<file path="src/rtl/vga_timing_pkg.sv">
// Shared 640x480@60 VGA timing constants and coordinate type.
// Also used by the display-window checker and the frame-buffer reader.
package vga_timing_pkg;

    localparam int unsigned COORD_W = 10;
    typedef logic [COORD_W-1:0] coord_t;

    // Horizontal timing, in pixel counts
    localparam int unsigned H_SYNC_DEF       = 96;
    localparam int unsigned H_DISP_START_DEF = 144;
    localparam int unsigned H_DISP_END_DEF   = 784;
    localparam int unsigned H_TOTAL_DEF      = 800;

    // Vertical timing, in lines
    localparam int unsigned V_SYNC_DEF       = 2;
    localparam int unsigned V_DISP_START_DEF = 35;
    localparam int unsigned V_DISP_END_DEF   = 515;
    localparam int unsigned V_TOTAL_DEF      = 525;

    // Half-open window test: lo <= c < hi
    function automatic logic in_window(input coord_t c, input coord_t lo, input coord_t hi);
        return (c >= lo) && (c < hi);
    endfunction

endpackage

</file>
<file path="src/rtl/vga_axis_counter.sv">
// Enable-gated wrap counter for one raster axis. Exposes the registered
// count, its next-state value (for same-edge output decode), and a
// terminal-count strobe that the caller qualifies with its own enable.
module vga_axis_counter
    import vga_timing_pkg::*;
#(
    parameter int unsigned TOTAL = H_TOTAL_DEF
) (
    input  logic   clk_i,
    input  logic   rst_i,
    input  logic   en_i,
    output coord_t count_o,
    output coord_t count_next_o,
    output logic   wrap_o
);

    localparam coord_t LAST = coord_t'(TOTAL - 1);

    coord_t count_q;
    coord_t count_d;

    // Terminal count: the next enabled edge returns the counter to zero
    assign wrap_o = (count_q == LAST);

    // Next-state: reset wins, then an enabled advance with wrap
    always_comb begin
        // NOTE: default assignment first so every path drives count_d; no latch is inferred.
        count_d = count_q;
        if (rst_i) begin
            count_d = '0;
        end else if (en_i) begin
            count_d = wrap_o ? '0 : count_q + coord_t'(1);
        end
    end

    // State register with synchronous reset
    always_ff @(posedge clk_i) begin
        // NOTE: non-blocking assignment for state so all registers update together at the edge.
        if (rst_i) begin
            count_q <= '0;
        end else begin
            count_q <= count_d;
        end
    end

    assign count_o      = count_q;
    assign count_next_o = count_d;

endmodule

</file>
<file path="src/rtl/vga_timing_gen.sv">
// 640x480@60 VGA raster generator. Two axis counters produce the raster
// position; sync, display-enable, active-area coordinates and line/frame
// strobes are decoded from the next-state counts and registered on the
// same edge, so every output lines up with horiz_c/vert_c.
module vga_timing_gen
    import vga_timing_pkg::*;
#(
    parameter int unsigned H_SYNC       = H_SYNC_DEF,
    parameter int unsigned H_DISP_START = H_DISP_START_DEF,
    parameter int unsigned H_DISP_END   = H_DISP_END_DEF,
    parameter int unsigned H_TOTAL      = H_TOTAL_DEF,
    parameter int unsigned V_SYNC       = V_SYNC_DEF,
    parameter int unsigned V_DISP_START = V_DISP_START_DEF,
    parameter int unsigned V_DISP_END   = V_DISP_END_DEF,
    parameter int unsigned V_TOTAL      = V_TOTAL_DEF,
    parameter logic        SYNC_ACTIVE  = 1'b0
) (
    input  logic               CLK,
    input  logic               RST,
    input  logic               PIX_EN,
    output logic [COORD_W-1:0] horiz_c,
    output logic [COORD_W-1:0] vert_c,
    output logic               HSYNC,
    output logic               VSYNC,
    output logic               DISP_EN,
    output logic [COORD_W-1:0] X,
    output logic [COORD_W-1:0] Y,
    output logic               LINE_START,
    output logic               FRAME_START
);

    localparam coord_t H_SYNC_C  = coord_t'(H_SYNC);
    localparam coord_t H_START_C = coord_t'(H_DISP_START);
    localparam coord_t H_END_C   = coord_t'(H_DISP_END);
    localparam coord_t V_SYNC_C  = coord_t'(V_SYNC);
    localparam coord_t V_START_C = coord_t'(V_DISP_START);
    localparam coord_t V_END_C   = coord_t'(V_DISP_END);

    coord_t h_q, h_d, v_q, v_d;
    logic   h_wrap, v_wrap, v_en;

    // Vertical axis steps only on an enabled horizontal wrap
    assign v_en = PIX_EN & h_wrap;

    vga_axis_counter #(.TOTAL(H_TOTAL)) u_horiz (
        .clk_i       (CLK),
        .rst_i       (RST),
        .en_i        (PIX_EN),
        .count_o     (h_q),
        .count_next_o(h_d),
        .wrap_o      (h_wrap)
    );

    vga_axis_counter #(.TOTAL(V_TOTAL)) u_vert (
        .clk_i       (CLK),
        .rst_i       (RST),
        .en_i        (v_en),
        .count_o     (v_q),
        .count_next_o(v_d),
        .wrap_o      (v_wrap)
    );

    logic   hsync_d, vsync_d, disp_d, line_start_d, frame_start_d;
    coord_t x_d, y_d;

    logic   hsync_q, vsync_q, disp_q, line_start_q, frame_start_q;
    coord_t x_q, y_q;

    // Decode level outputs from the position the counters are about to hold
    always_comb begin
        hsync_d       = (h_d < H_SYNC_C) ? SYNC_ACTIVE : ~SYNC_ACTIVE;
        vsync_d       = (v_d < V_SYNC_C) ? SYNC_ACTIVE : ~SYNC_ACTIVE;
        disp_d        = in_window(h_d, H_START_C, H_END_C) && in_window(v_d, V_START_C, V_END_C);
        x_d           = disp_d ? (h_d - H_START_C) : '0;
        y_d           = disp_d ? (v_d - V_START_C) : '0;
        // Strobes only for a real advance across a wrap, never for a forced reset
        line_start_d  = ~RST & v_en;
        frame_start_d = ~RST & v_en & v_wrap;
    end

    // Output registers, loaded on the same edge as the counters
    always_ff @(posedge CLK) begin
        if (RST) begin
            hsync_q       <= SYNC_ACTIVE;
            vsync_q       <= SYNC_ACTIVE;
            disp_q        <= 1'b0;
            x_q           <= '0;
            y_q           <= '0;
            line_start_q  <= 1'b0;
            frame_start_q <= 1'b0;
        end else begin
            hsync_q       <= hsync_d;
            vsync_q       <= vsync_d;
            disp_q        <= disp_d;
            x_q           <= x_d;
            y_q           <= y_d;
            line_start_q  <= line_start_d;
            frame_start_q <= frame_start_d;
        end
    end

    assign horiz_c     = h_q;
    assign vert_c      = v_q;
    assign HSYNC       = hsync_q;
    assign VSYNC       = vsync_q;
    assign DISP_EN     = disp_q;
    assign X           = x_q;
    assign Y           = y_q;
    assign LINE_START  = line_start_q;
    assign FRAME_START = frame_start_q;

endmodule
</file>
<file path="config.mk">
export PLATFORM = sky130hd
export DESIGN_NAME = vga_timing_gen
export DESIGN_NICKNAME = d
export VERILOG_FILES = /design/src/rtl/vga_timing_pkg.sv /design/src/rtl/vga_axis_counter.sv /design/src/rtl/vga_timing_gen.sv
export SDC_FILE = /design/constraint.sdc
export NUM_CORES = 1
export LEC_CHECK = 0
export ABC_AREA = 1
export CORE_MARGIN = 3
export CORE_UTILIZATION = 40
export CTS_BUF_LIST = sky130_fd_sc_hd__clkbuf_8 sky130_fd_sc_hd__clkbuf_16
export CTS_CLUSTER_DIAMETER = 40
export CTS_CLUSTER_SIZE = 10
export DETAILED_ROUTE_END_ITERATION = 7
export SETUP_SLACK_MARGIN = 0.4
export SLEW_MARGIN = 0
export SYNTH_ARGS = -nofsm -noshare
export SYNTH_HDL_FRONTEND = slang
export SYNTH_HIERARCHICAL = 1
export SYNTH_SLANG_ARGS = --single-unit
</file>
<file path="constraint.sdc">
create_clock -name CLK -period 3.2 [get_ports CLK]
set_input_delay 0.32 -clock CLK [delete_from_list [all_inputs] [get_ports CLK]]
set_output_delay 0.32 -clock CLK [all_outputs]
set_load 0.05 [all_outputs]
</file>
* After elaboration in Yosys (flattened, before gate mapping)
Cells that the tools add are included.
** Word-level totals
- Logic and storage cells :: 38
- ROM bits :: 0
- Bits in registers :: 45
- Latch bits :: 0
- Memory bits (writable) :: 0
- Output and inout port bits :: 45
- Input port bits :: 3
- Memories :: 0
** Cells by class
- $mul :: 0
- Add/sub/neg operators :: 4
- Bitwise gates (word level) :: 5
- Muxes and demuxes :: 8
- Divide/modulo/power cells :: 0
- Order comparisons :: 6
- Eq/ne operators :: 2
- Reductions and logical operators :: 4
- Shift operators :: 0
** Operators by type and width (count)
- 10-bit 2-to-1 mux :: 6
- 10-bit by 1-bit adder with 10-bit output (second input constant) :: 2
- 10-bit == test (second input constant) :: 2
- 10-bit less-than comparator (second input constant) :: 2
- 10-bit by 6-bit >= comparator with 1-bit output (second input constant) :: 1
- 10-bit by 8-bit >= comparator with 1-bit output (second input constant) :: 1
- 10-bit by 2-bit less-than comparator with 1-bit output (second input constant) :: 1
- 10-bit by 7-bit less-than comparator with 1-bit output (second input constant) :: 1
- 10-bit by 6-bit subtractor with 10-bit output (second input constant) :: 1
- 10-bit by 8-bit subtractor with 10-bit output (second input constant) :: 1
- 1-bit AND :: 3
- 1-bit logical AND :: 3
- 1-bit 2-to-1 mux :: 2
- 1-bit NOT :: 2
- 2-bit OR reduction :: 1

* Depth between registers and ports, before layout
Gate-level depths: netlist (run 1).
- Depth in word-level cells :: 9
- Depth in mapped cells :: 20
- Gate-level depth less buffers :: 20

* Cells and area by module
The synthesis (run 1) kept the hierarchy.
** By module, submodules not included
- vga_timing_gen :: area an instance 1132.3 um2, times used 1, cells each 140, seq. area each 500.5 um2
- vga_axis_counter at u_horiz :: area an instance 625.6 um2, times used 1, cells each 87, seq. area each 200.2 um2
- vga_axis_counter at u_vert :: area an instance 564.3 um2, times used 1, cells each 84, seq. area each 200.2 um2

* Least setup slack after synthesis (run 1)
OpenSTA, ideal clock, no wires.
- Path type :: reg-to-reg
- From :: register u_horiz.count_q[0] (netlist: u_horiz/count_o[0])
- To :: register y_q[0] (netlist: Y[0])
- Buffers on the path :: 1
- Data required time :: 3075 ps
- Slack :: 183 ps
- Library setup time :: 125 ps
- Arrival time :: 2892 ps
- Stages on the path, launching flop included :: 19
- Clock period less this slack :: 3017 ps
- Cell sequence :: dfxtp_1 -> ha_1 -> nand2_1 -> nor2_4 -> nand3_1 -> inv_1 -> nand2_1 -> inv_1 -> nand4_1 -> nand2_2 -> a21oi_1 -> ha_1 -> nor2_2 -> nand2_1 -> nand2_2 -> nand2_1 -> nand4_2 -> buf_6 -> nor2_4
** Between the ends
- Word-level cells in the longest chain between the ends :: 9
- Elaborated cells on any way between the ends :: 18
- Classes of those cells :: add/sub: 2; order compare: 4; eq/ne: 1; mux: 5; bitwise: 2; reduce/logical: 4
** RTL lines
- start, declared :: line vga_axis_counter.sv:19 : coord_t count_q;
- start signal, assigned :: line vga_axis_counter.sv:42 : count_q <= count_d;
- 10-bit == test (*) :: line vga_axis_counter.sv:23 : assign wrap_o = (count_q == LAST);
- net h_wrap :: line vga_timing_gen.sv:40 : logic h_wrap, v_wrap, v_en;
- 1-bit AND (*) :: line vga_timing_gen.sv:43 : assign v_en = PIX_EN & h_wrap;
- net v_en :: line vga_timing_gen.sv:40
- 10-bit 2-to-1 mux (*) :: line vga_axis_counter.sv:31 : end else if (en_i) begin
- 10-bit 2-to-1 mux (*) :: line vga_axis_counter.sv:29 : if (rst_i) begin
- net v_d[0] :: line vga_timing_gen.sv:39 : coord_t h_q, h_d, v_q, v_d;
- 10-bit by 6-bit >= comparator with 1-bit output / 10-bit less-than comparator (equally long branches) :: line vga_timing_pkg.sv:22 : return (c >= lo) && (c < hi);
- 1-bit logical AND :: line vga_timing_pkg.sv:22
- 1-bit logical AND :: line vga_timing_gen.sv:73 : disp_d = in_window(h_d, H_START_C, H_END_C) && in_window(v_d, V_START_C, V_END_C);
- 1-bit NOT (no line)
- 2-bit OR reduction (no line)
- end signal, assigned :: line vga_timing_gen.sv:96 : y_q <= y_d;
- end, declared :: line vga_timing_gen.sv:67 : coord_t x_q, y_q;
The timed path passes the listed nets; every way through them passes the cells marked *.
A chain may end at the register's enable or synchronous reset.

* Worst setup path after layout (run 1)
- From :: register u_horiz.count_q[0] (netlist: u_horiz/count_o[0])
- To :: register x_q[5] (netlist: X[5])
** Between the ends
- Word-level cells in the longest chain between the ends :: 9
- Elaborated cells on any way between the ends :: 18
- Classes of those cells :: add/sub: 2; order compare: 4; eq/ne: 1; mux: 5; bitwise: 2; reduce/logical: 4
** RTL lines
- 10-bit == test (*) :: line vga_axis_counter.sv:23
- net h_wrap :: line vga_timing_gen.sv:40
- 1-bit AND (*) :: line vga_timing_gen.sv:43
- net v_en :: line vga_timing_gen.sv:40
- 10-bit 2-to-1 mux (*) :: line vga_axis_counter.sv:31
- 10-bit 2-to-1 mux (*) :: line vga_axis_counter.sv:29
- net v_d[7] :: line vga_timing_gen.sv:39
- 10-bit by 6-bit >= comparator with 1-bit output / 10-bit less-than comparator (equally long branches) :: line vga_timing_pkg.sv:22
- 1-bit logical AND (*) :: line vga_timing_pkg.sv:22
- 1-bit logical AND (*) :: line vga_timing_gen.sv:73
- 1-bit NOT (no line) (*)
- 2-bit OR reduction (no line) (*)
- end signal, assigned :: line vga_timing_gen.sv:87 : x_q <= '0;
- end signal, assigned :: line vga_timing_gen.sv:95 : x_q <= x_d;
- end, declared :: line vga_timing_gen.sv:67
Marks and branches as above.

==> Implementation_results.wiki, run 1 <==
{| class="wikitable"
! Metric !! Value
|-
| Largest area contributor in the synthesized netlist || sky130_fd_sc_hd__dfxtp_1
|-
| Remaining antenna violation count after routing || 0
|-
| WP data arrival || 2.86 ns
|-
| Largest voltage drop on the vdd net || between 150 and 200 uV
|-
| Actual transition at the worst max-transition pin || just over 0.5 ns
|-
| Synthesized instance count || 311
|-
| Relative contribution of the clock network to total power || between 30% and 40%
|-
| Pin count of the biggest net entering global routing || 18
|-
| Final estimated routing congestion in global placement || a little under 0.9
|-
| TritonCTS clock tree || built
|-
| Fraction of the mapped netlist area in simple logic gates || a little under two fifths
|-
| Start-to-end type of the worst setup path || reg -> reg
|-
| Detailed-route vias per instance || ~4.6
|-
| CP cell instances || ha_4 -> nand2_1 -> nor2_4 -> nand3_1 -> inv_1 -> nand2_2 -> inv_2 -> inv_2 -> nor2_4 -> nand2_1 -> xor2_2 -> nor2_2 -> nor2_2 -> nand2_2 -> o21bai_4 -> nand4_4 -> clkbuf_16 -> nor2_2
|-
| Share of the synthesized area in compound gates (AO/OA/AOI/OAI) || between 4 and 5%
|-
| Y dimension of the die || around 82 um
|-
| DP HPWL || between 3000 and 4000 um
|-
| Number of sinks driven by the clock tree || 45
|-
| Post-synthesis sequential area ratio || between 30% and 40%
|-
| Combinational family with the most area after synthesis || simple AND/OR/NAND/NOR gates
|-
| Worst max-slew margin expressed relative to the limit || between 60% and 70%
|-
| Post-synthesis sequential element count || 45
|-
| Fraction of final layout cells with drive strength greater than 1 || between 20% and 30%
|-
| Adder-cell share of the synthesized area || about 3.2%
|-
| X dimension of the die || 82.2 um
|-
| Buf/Inv on CP || 4
|-
| Family with the most delay on the worst path || simple AND/OR/NAND/NOR gates
|-
| Stage delay of the slowest cell on the critical path || 0.38 ns
|-
| Max Clk Rate || about 380 MHz
|-
| Register-to-register setup slack || roughly 0.58 ns
|-
| Crit path top cell by count || sky130_fd_sc_hd__nor2_2
|-
| Overall global routing resource usage || between 10% and 20%
|-
| Final min period || around 2.6 ns
|-
| Synth area leaders || sky130_fd_sc_hd__dfxtp_1, sky130_fd_sc_hd__nand2_1, sky130_fd_sc_hd__nor2_1
|-
| Unrepaired setup endpoints after global routing || false
|-
| Standard cell core area || about 5600 um2
|-
| Reg-to-reg critical path startpoint || u_horiz/count_o[0]
|-
| Final setup TNS || 0 ns
|-
| Ys Warns || 6
|-
| Nets || 388
|-
| Power share of the sequential group || 54.6%
|-
| Req. time, crit path || 3.43 ns
|-
| Startpoint types || register
|-
| Portion of synthesized cell area occupied by the leading cell type || 38.8%
|-
| CP Launch Point || u_horiz/count_o[0]
|-
| Worst hold slack across all endpoints || around 0.6 ns
|-
| DRC violations left || 0
|-
| Nets in the synthesized netlist || 320
|-
| Total of buffers placed on input and output ports || 47
|-
| Pwr dens || approximately 320 nW/um2
|-
| Result of the run || finished clean
|-
| Tcrit/Tclk final || 82.0%
|-
| Hold-fix buffers, CTS || 0
|-
| DR iter-0 viols || between 90 and 100
|-
| Worst Hold Depth || 2
|-
| Antenna cell count || 0
|-
| Cell type of the slowest stage on the worst timing path || sky130_fd_sc_hd__dfxtp_4
|-
| Per-cell routed wire length || about 12 um
|-
| Type of element capturing the critical path || register
|-
| Hold/Removal Path Class || reg -> reg
|-
| Post-Route WL || 5240 um
|-
| Num CTS Buffers || 5
|-
| Total chip power || about 0.0010 W
|-
| Post-synth EDFFs || 0
|-
| Mean cell area of the mapped netlist || 7.47 um2
|-
| Congestion Overflow GR || 0
|-
| Wire length of the first global-routing pass || 8500 um
|-
| Power share of the combinational group || between 5 and 6%
|-
| Async SR Flop Fraction || 0%
|-
| Vias in the first global route || between 1500 and 2000
|-
| Signed area change from the synthesized netlist to the final layout || 40.1%
|-
| # IOs || 48
|-
| Fraction of synthesized area in multiplexers || 0%
|-
| Cell area after layout || about 3300 um2
|-
| Number of distinct library cells after synthesis || 31
|-
| Fraction of power spent switching nets || between 20% and 30%
|-
| Number of antenna violations at the first check in global routing || 0
|-
| Total setup violations reported at the end of the flow || 0
|-
| Starting Density || between 40% and 50%
|-
| Pins over their slew limit || 0
|-
| Main flop type after synthesis || sky130_fd_sc_hd__dfxtp_1
|-
| Via total after detailed routing || approximately 2100
|-
| Placement Rows || 27
|-
| Clock root cell || sky130_fd_sc_hd__clkbuf_8
|-
| Post-synth design cell area || around 2300 um2
|-
| Xor-xnor portion of the synthesized cell area || 6.03%
|-
| Instance area after placement || 2900 um2
|-
| Source of the worst hold timing path || u_horiz/count_o[0]
|-
| Max-cap check violation count || 0
|-
| CTS Buffer Depth || 2
|-
| Leak pwr || roughly 1.5 nW
|-
| Total number of cells along the worst setup path || 18
|-
| Area enclosed by the die boundary || 6760 um2
|-
| Detailed-routing iteration count for the pre-antenna-repair pass || 5
|-
| Net switching power figure || 0.000226 W
|-
| Pint || slightly above 0.0008 W
|-
| Maximum fanout encountered on the critical timing path || 8
|-
| Clock slew at reported path FFs || ~0.090 ns
|-
| CTS H-tree depth || 2
|-
| Clk Latency, worst-skew pair || 0.29 ns
|-
| Setup clock skew after layout || roughly 0.0096 ns
|-
| Depth of the worst register-to-register path || 18
|-
| Number of hold violations in the final report || 0
|}
## logic make-up (layout without fill, tap and decap cells)
family | count (synthesis) | in the layout
flip-flops | 45 | 45
AND/OR/NAND/NOR | 171 | 171
adder cells (fa/ha/maj) | 6 | 6
XOR/XNOR | 16 | 16
AO/OA/AOI/OAI | 18 | 18
buffers and inverters | 55 | 124
## power groups by stage
| stage | sequential [W] | combinational [W] | clock, W |
|---|---|---|---|
| after global routing | 0.000568 | 0.0000632 | 0.000451 |
| after detailed placement | 0.000579 | 0.0000512 | 0 |
| after global placement | 0.000579 | 0.0000517 | 0 |
| after floorplan | 0.000588 | 0.0000256 | 0 |
| after CTS | 0.000566 | 0.0000517 | 0.000432 |
| final | 0.000567 | 0.0000572 | 0.000414 |
## worst paths after layout
path / end
max: X[5]
min: u_horiz/count_o[0]
max reg2reg: X[5]
min reg2reg: u_horiz/count_o[0]
## metal layers
metal  wire length [um]  GRT usage [%]  part of all wire [%]
met5                  0              0                     0
met4                150           7.81                   2.9
met3                215           3.69                   4.1
met2               2600           28.3                    50
met1               2270           18.8                    43
## metrics by stage
stage / utilization, % / setup WS (ns) / instances
after global placement: 51.9 / 0.369 / 430
after CTS: 54.1 / 0.402 / 438
after floorplan: - / 0.419 / 311
after detailed placement: 51.9 / 0.345 / 430
final: 58.4 / 0.575 / 452
after global routing: 58.4 / 0.352 / 452
## sequential cells by signal, indices dropped and copies added, names as in the netlist
| register | count |
|---|---|
| X | 10 |
| Y | 10 |
| u_horiz/count_o | 10 |
| u_vert/count_o | 10 |
| DISP_EN | 1 |
| FRAME_START | 1 |
| HSYNC | 1 |
| LINE_START | 1 |
| VSYNC | 1 |
## cells in the mapped netlist, types with 3 or more instances
library cell	count
sky130_fd_sc_hd__inv_2	3
sky130_fd_sc_hd__o21ai_0	4
sky130_fd_sc_hd__dfxtp_1	45
sky130_fd_sc_hd__a21oi_1	9
sky130_fd_sc_hd__nor2_2	22
sky130_fd_sc_hd__nand2_1	57
sky130_fd_sc_hd__nand3_1	16
sky130_fd_sc_hd__xnor2_1	3
sky130_fd_sc_hd__nand2_2	4
sky130_fd_sc_hd__nor2_1	48
sky130_fd_sc_hd__nand2_4	3
sky130_fd_sc_hd__xor2_1	13
sky130_fd_sc_hd__nor3_1	4
sky130_fd_sc_hd__inv_1	47
sky130_fd_sc_hd__nand4_1	3
sky130_fd_sc_hd__nor2_4	8
sky130_fd_sc_hd__ha_1	6
sky130_fd_sc_hd__buf_6	3
## layout by cell type, fill, tap and decap left out, types with 2 or more instances in the layout
cell type                          n
sky130_fd_sc_hd__nor3_1            4
sky130_fd_sc_hd__clkbuf_16         2
sky130_fd_sc_hd__nand2_1          52
sky130_fd_sc_hd__dfxtp_1          43
sky130_fd_sc_hd__nand2_2           8
sky130_fd_sc_hd__nor2_4           11
sky130_fd_sc_hd__nand4_1           3
sky130_fd_sc_hd__clkbuf_8          5
sky130_fd_sc_hd__dfxtp_4           2
sky130_fd_sc_hd__nand3_2           2
sky130_fd_sc_hd__nand2_4           4
sky130_fd_sc_hd__nand3_1          15
sky130_fd_sc_hd__ha_1              4
sky130_fd_sc_hd__clkdlybuf4s50_1  47
sky130_fd_sc_hd__o21ai_0           3
sky130_fd_sc_hd__nor2_2           25
sky130_fd_sc_hd__buf_4            15
sky130_fd_sc_hd__inv_2             4
sky130_fd_sc_hd__xor2_2            2
sky130_fd_sc_hd__nor2_1           42
sky130_fd_sc_hd__a21oi_1           8
sky130_fd_sc_hd__inv_1            47
sky130_fd_sc_hd__xnor2_1           3
sky130_fd_sc_hd__xor2_1           11
## worst min-delay path: stages, from the launching register on
cell                      delay, ns
sky130_fd_sc_hd__dfxtp_4       0.38
sky130_fd_sc_hd__xnor2_1       0.09
sky130_fd_sc_hd__nor2_1        0.10
## cell type report
class / count / area [um2]
Inverter: 51 / 194
Clock buffer: 5 / 68.8
Fill cell: 507 / 2320
Sequential cell: 45 / 908
Tap cell: 72 / 90.1
Clock inverter: 3 / 38.8
Multi-Input combinational cell: 211 / 1300
Timing Repair Buffer: 65 / 653
## what timing repair did
item | 4_1_cts | 5_1_grt
gates cloned | 0 | 2
resized for setup | 3 | 24
setup endpoints to repair | 21 | 22
pin swaps | 0 | 7
setup buffers | 0 | 12
Power figures use the tool's default switching activity.
==> run 2: changes to the inputs <==
==> constraint.sdc (replaced) <==
create_clock -name CLK -period 2.5 [get_ports CLK]
set_input_delay 0.25 -clock CLK [delete_from_list [all_inputs] [get_ports CLK]]
set_output_delay 0.25 -clock CLK [all_outputs]
set_load 0.05 [all_outputs]
==> run 2 against run 1 <==
Compared with the run above:
- clock power rose by 1%
- sequential power rose by 28%
- power rose by 18%
- register-to-register slack got worse by 0.49 ns
- largest power group unchanged
- highest routed layer unchanged
==> Implementation_results.wiki, run 2 (synthesis results as in run 1) <==
{| class="wikitable"
! Metric !! Value
|-
| Result of the run || finished clean
|-
| TritonCTS clock tree || built
|-
| Clock slew at reported path FFs || roughly 0.080 ns
|-
| Num CTS Buffers || 5
|-
| CP Launch Point || u_horiz/count_o[1]
|-
| Pwr dens || 346 nW/um2
|-
| Total chip power || between 0.001 and 0.0015 W
|-
| Congestion Overflow GR || 0
|-
| Largest voltage drop on the vdd net || ~200 uV
|-
| Depth of the worst register-to-register path || 17
|-
| Final Worst Setup Slack || roughly 0.081 ns
|-
| Signed area change from the synthesized netlist to the final layout || 52.7%
|-
| Instance area after placement || about 3100 um2
|-
| DP HPWL || ~4000 um
|-
| Clock root cell || sky130_fd_sc_hd__clkbuf_8
|-
| WP data arrival || ~2.7 ns
|-
| Type of element capturing the critical path || register
|-
| Starting Density || a little over two fifths
|-
| Maximum fanout encountered on the critical timing path || 7
|-
| Number of sinks driven by the clock tree || 45
|-
| Total setup violations reported at the end of the flow || 0
|-
| Max-cap check violation count || 0
|-
| Total of buffers placed on input and output ports || 47
|-
| Vias in the first global route || a little under 2000
|-
| Detailed-routing iteration count for the pre-antenna-repair pass || 4
|-
| CTS Buffer Depth || 2
|-
| Leading cell types in the layout, fill and taps excluded || sky130_fd_sc_hd__nand2_1, sky130_fd_sc_hd__clkdlybuf4s50_1, sky130_fd_sc_hd__inv_1
|-
| # IOs || 48
|-
| Final setup TNS || 0 ns
|-
| Wire length of the first global-routing pass || between 8000 and 9000 um
|-
| Antenna cell count || 0
|-
| Area enclosed by the die boundary || ~6800 um2
|-
| Tcrit/Tclk final || between 90% and 100%
|-
| Filler cell count in the final layout || 493
|-
| Req. time, crit path || around 2.7 ns
|-
| Cell area after layout || roughly 3500 um2
|-
| Setup clock skew after layout || between 0.005 and 0.006 ns
|-
| Register-to-register setup slack || between 0.08 and 0.09 ns
|-
| Detailed-route vias per instance || about 4.4
|-
| DR iter-0 viols || between 90 and 100
|-
| Nets || 415
|-
| Remaining antenna violation count after routing || 0
|-
| Max Clk Rate || approximately 410 MHz
|-
| Standard cell core area || ~5600 um2
|-
| Hold/Removal Path Class || reg -> reg
|-
| X dimension of the die || 82.2 um
|-
| Fraction of final layout cells with drive strength greater than 1 || between 30% and 40%
|-
| Post-Place Setup Slack || -0.0330 ns
|-
| Number of antenna violations at the first check in global routing || 0
|-
| Reg-to-reg critical path startpoint || u_horiz/count_o[1]
|-
| Y dimension of the die || 82.2 um
|-
| Commonest non-fill, non-tap cell in the layout || sky130_fd_sc_hd__nand2_1
|-
| Placement Rows || 27
|-
| DRC violations left || 0
|-
| Overall global routing resource usage || between 15 and 20%
|-
| Capture instance of the worst register-to-register path || Y[8]
|-
| Start-to-end type of the worst setup path || reg -> reg
|-
| Pins over their slew limit || 0
|-
| Leak pwr || about 1.6 nW
|-
| Actual transition at the worst max-transition pin || between 0.5 and 0.6 ns
|-
| Worst max-slew margin expressed relative to the limit || about 66%
|-
| Post-Route WL || roughly 5300 um
|-
| Final min period || around 2.4 ns
|-
| Final estimated routing congestion in global placement || around 0.82
|-
| Unrepaired setup endpoints after global routing || true
|-
| Pin count of the biggest net entering global routing || 13
|-
| Number of hold violations in the final report || 0
|-
| Via total after detailed routing || about 2100
|-
| Destination of the critical timing path || Y[8]
|-
| Startpoint types || register
|-
| Clk Latency, worst-skew pair || a little under 0.3 ns
|-
| Per-cell routed wire length || 11.1 um
|-
| CTS H-tree depth || 2
|-
| Worst Hold Depth || 2
|}
[run 2: cell types whose count changed in the layout (fill, tap and decap cells not counted), sizes merged]
cell / delta
bufinv: -1
buf: +28
inv: -1
clkbuf: -1
[run 2: layout make-up]
cell class / instances / area [um2] / area share [%]
multi-input combinational: 211 / 1410 / 39.8
sequential: 45 / 921 / 26.0
timing repair buffer: 92 / 853 / 24.1
inverter: 51 / 196 / 5.54
tap: 72 / 90.1 / 2.54
clock buffer: 5 / 68.8 / 1.94
clock inverter: 1 / 5.00 / 0.141
[run 2: routing by layer]
layer,wire length (um),track usage [%]
met1,2690,23.4
met2,2310,25.3
met3,204,3.90
met4,83,5.15
met5,0,0
[run 2: worst min-delay path by stage]
stage                               to                from
finish              u_horiz/count_o[4]  u_horiz/count_o[4]
detailed placement  u_horiz/count_o[4]  u_horiz/count_o[4]
CTS                 u_horiz/count_o[4]  u_horiz/count_o[4]
global route        u_horiz/count_o[4]  u_horiz/count_o[4]
global placement    u_horiz/count_o[4]  u_horiz/count_o[4]
floorplan           u_horiz/count_o[2]                 RST
[run 2: metrics by stage]
step	util, %	hold slack, ns	cells
finish	63.6	0.536	477
global route	63.6	0.584	477
CTS	61.1	0.543	474
detailed placement	56.5	0.523	458
global placement	56.5	0.520	458
floorplan	-	0.322	311
[run 2: worst max-delay path, cell delays in order (launching register included)]
cell	delay, ns
sky130_fd_sc_hd__dfxtp_4	0.36
sky130_fd_sc_hd__ha_4	0.14
sky130_fd_sc_hd__nand2_4	0.05
sky130_fd_sc_hd__nor2_4	0.12
sky130_fd_sc_hd__nand3_2	0.10
sky130_fd_sc_hd__inv_2	0.08
sky130_fd_sc_hd__nand2_4	0.05
sky130_fd_sc_hd__inv_4	0.09
sky130_fd_sc_hd__nand4_1	0.13
sky130_fd_sc_hd__nand2_2	0.19
sky130_fd_sc_hd__buf_6	0.17
sky130_fd_sc_hd__nor2_4	0.05
sky130_fd_sc_hd__nor2_4	0.14
sky130_fd_sc_hd__nand3_2	0.11
sky130_fd_sc_hd__o21bai_4	0.14
sky130_fd_sc_hd__nand4_4	0.16
sky130_fd_sc_hd__clkbuf_16	0.21
sky130_fd_sc_hd__nor2_4	0.07
[run 2: what timing repair did]
action,in CTS,in global routing
endpoints found under the hold margin,0,0
hold buffers,0,0
pin swaps,19,13
endpoints found under the setup margin,22,23
gates cloned,1,0
buffers inserted,9,3
gates resized for setup,21,30
[run 2: power breakdown]
part | total [W] | switching (W) | internal [W]
clock | 0.000419 | 0.000234 | 0.000184
sequential | 0.000723 | 0.00000379 | 0.000720
combinational | 0.0000859 | 0.0000524 | 0.0000335
total | 0.00123 | 0.000291 | 0.000937
==> run 3: changes to the inputs <==
--- a/config.mk
+++ b/config.mk
@@ -9,7 +9,7 @@
 export CORE_MARGIN = 3
 export CORE_UTILIZATION = 40
 export CTS_BUF_LIST = sky130_fd_sc_hd__clkbuf_8 sky130_fd_sc_hd__clkbuf_16
-export CTS_CLUSTER_DIAMETER = 40
+export CTS_CLUSTER_DIAMETER = 50
 export CTS_CLUSTER_SIZE = 10
 export DETAILED_ROUTE_END_ITERATION = 7
 export SETUP_SLACK_MARGIN = 0.4
==> results of run 3 <==
The final DEF is identical to that of run 2; final timing and power are the same.
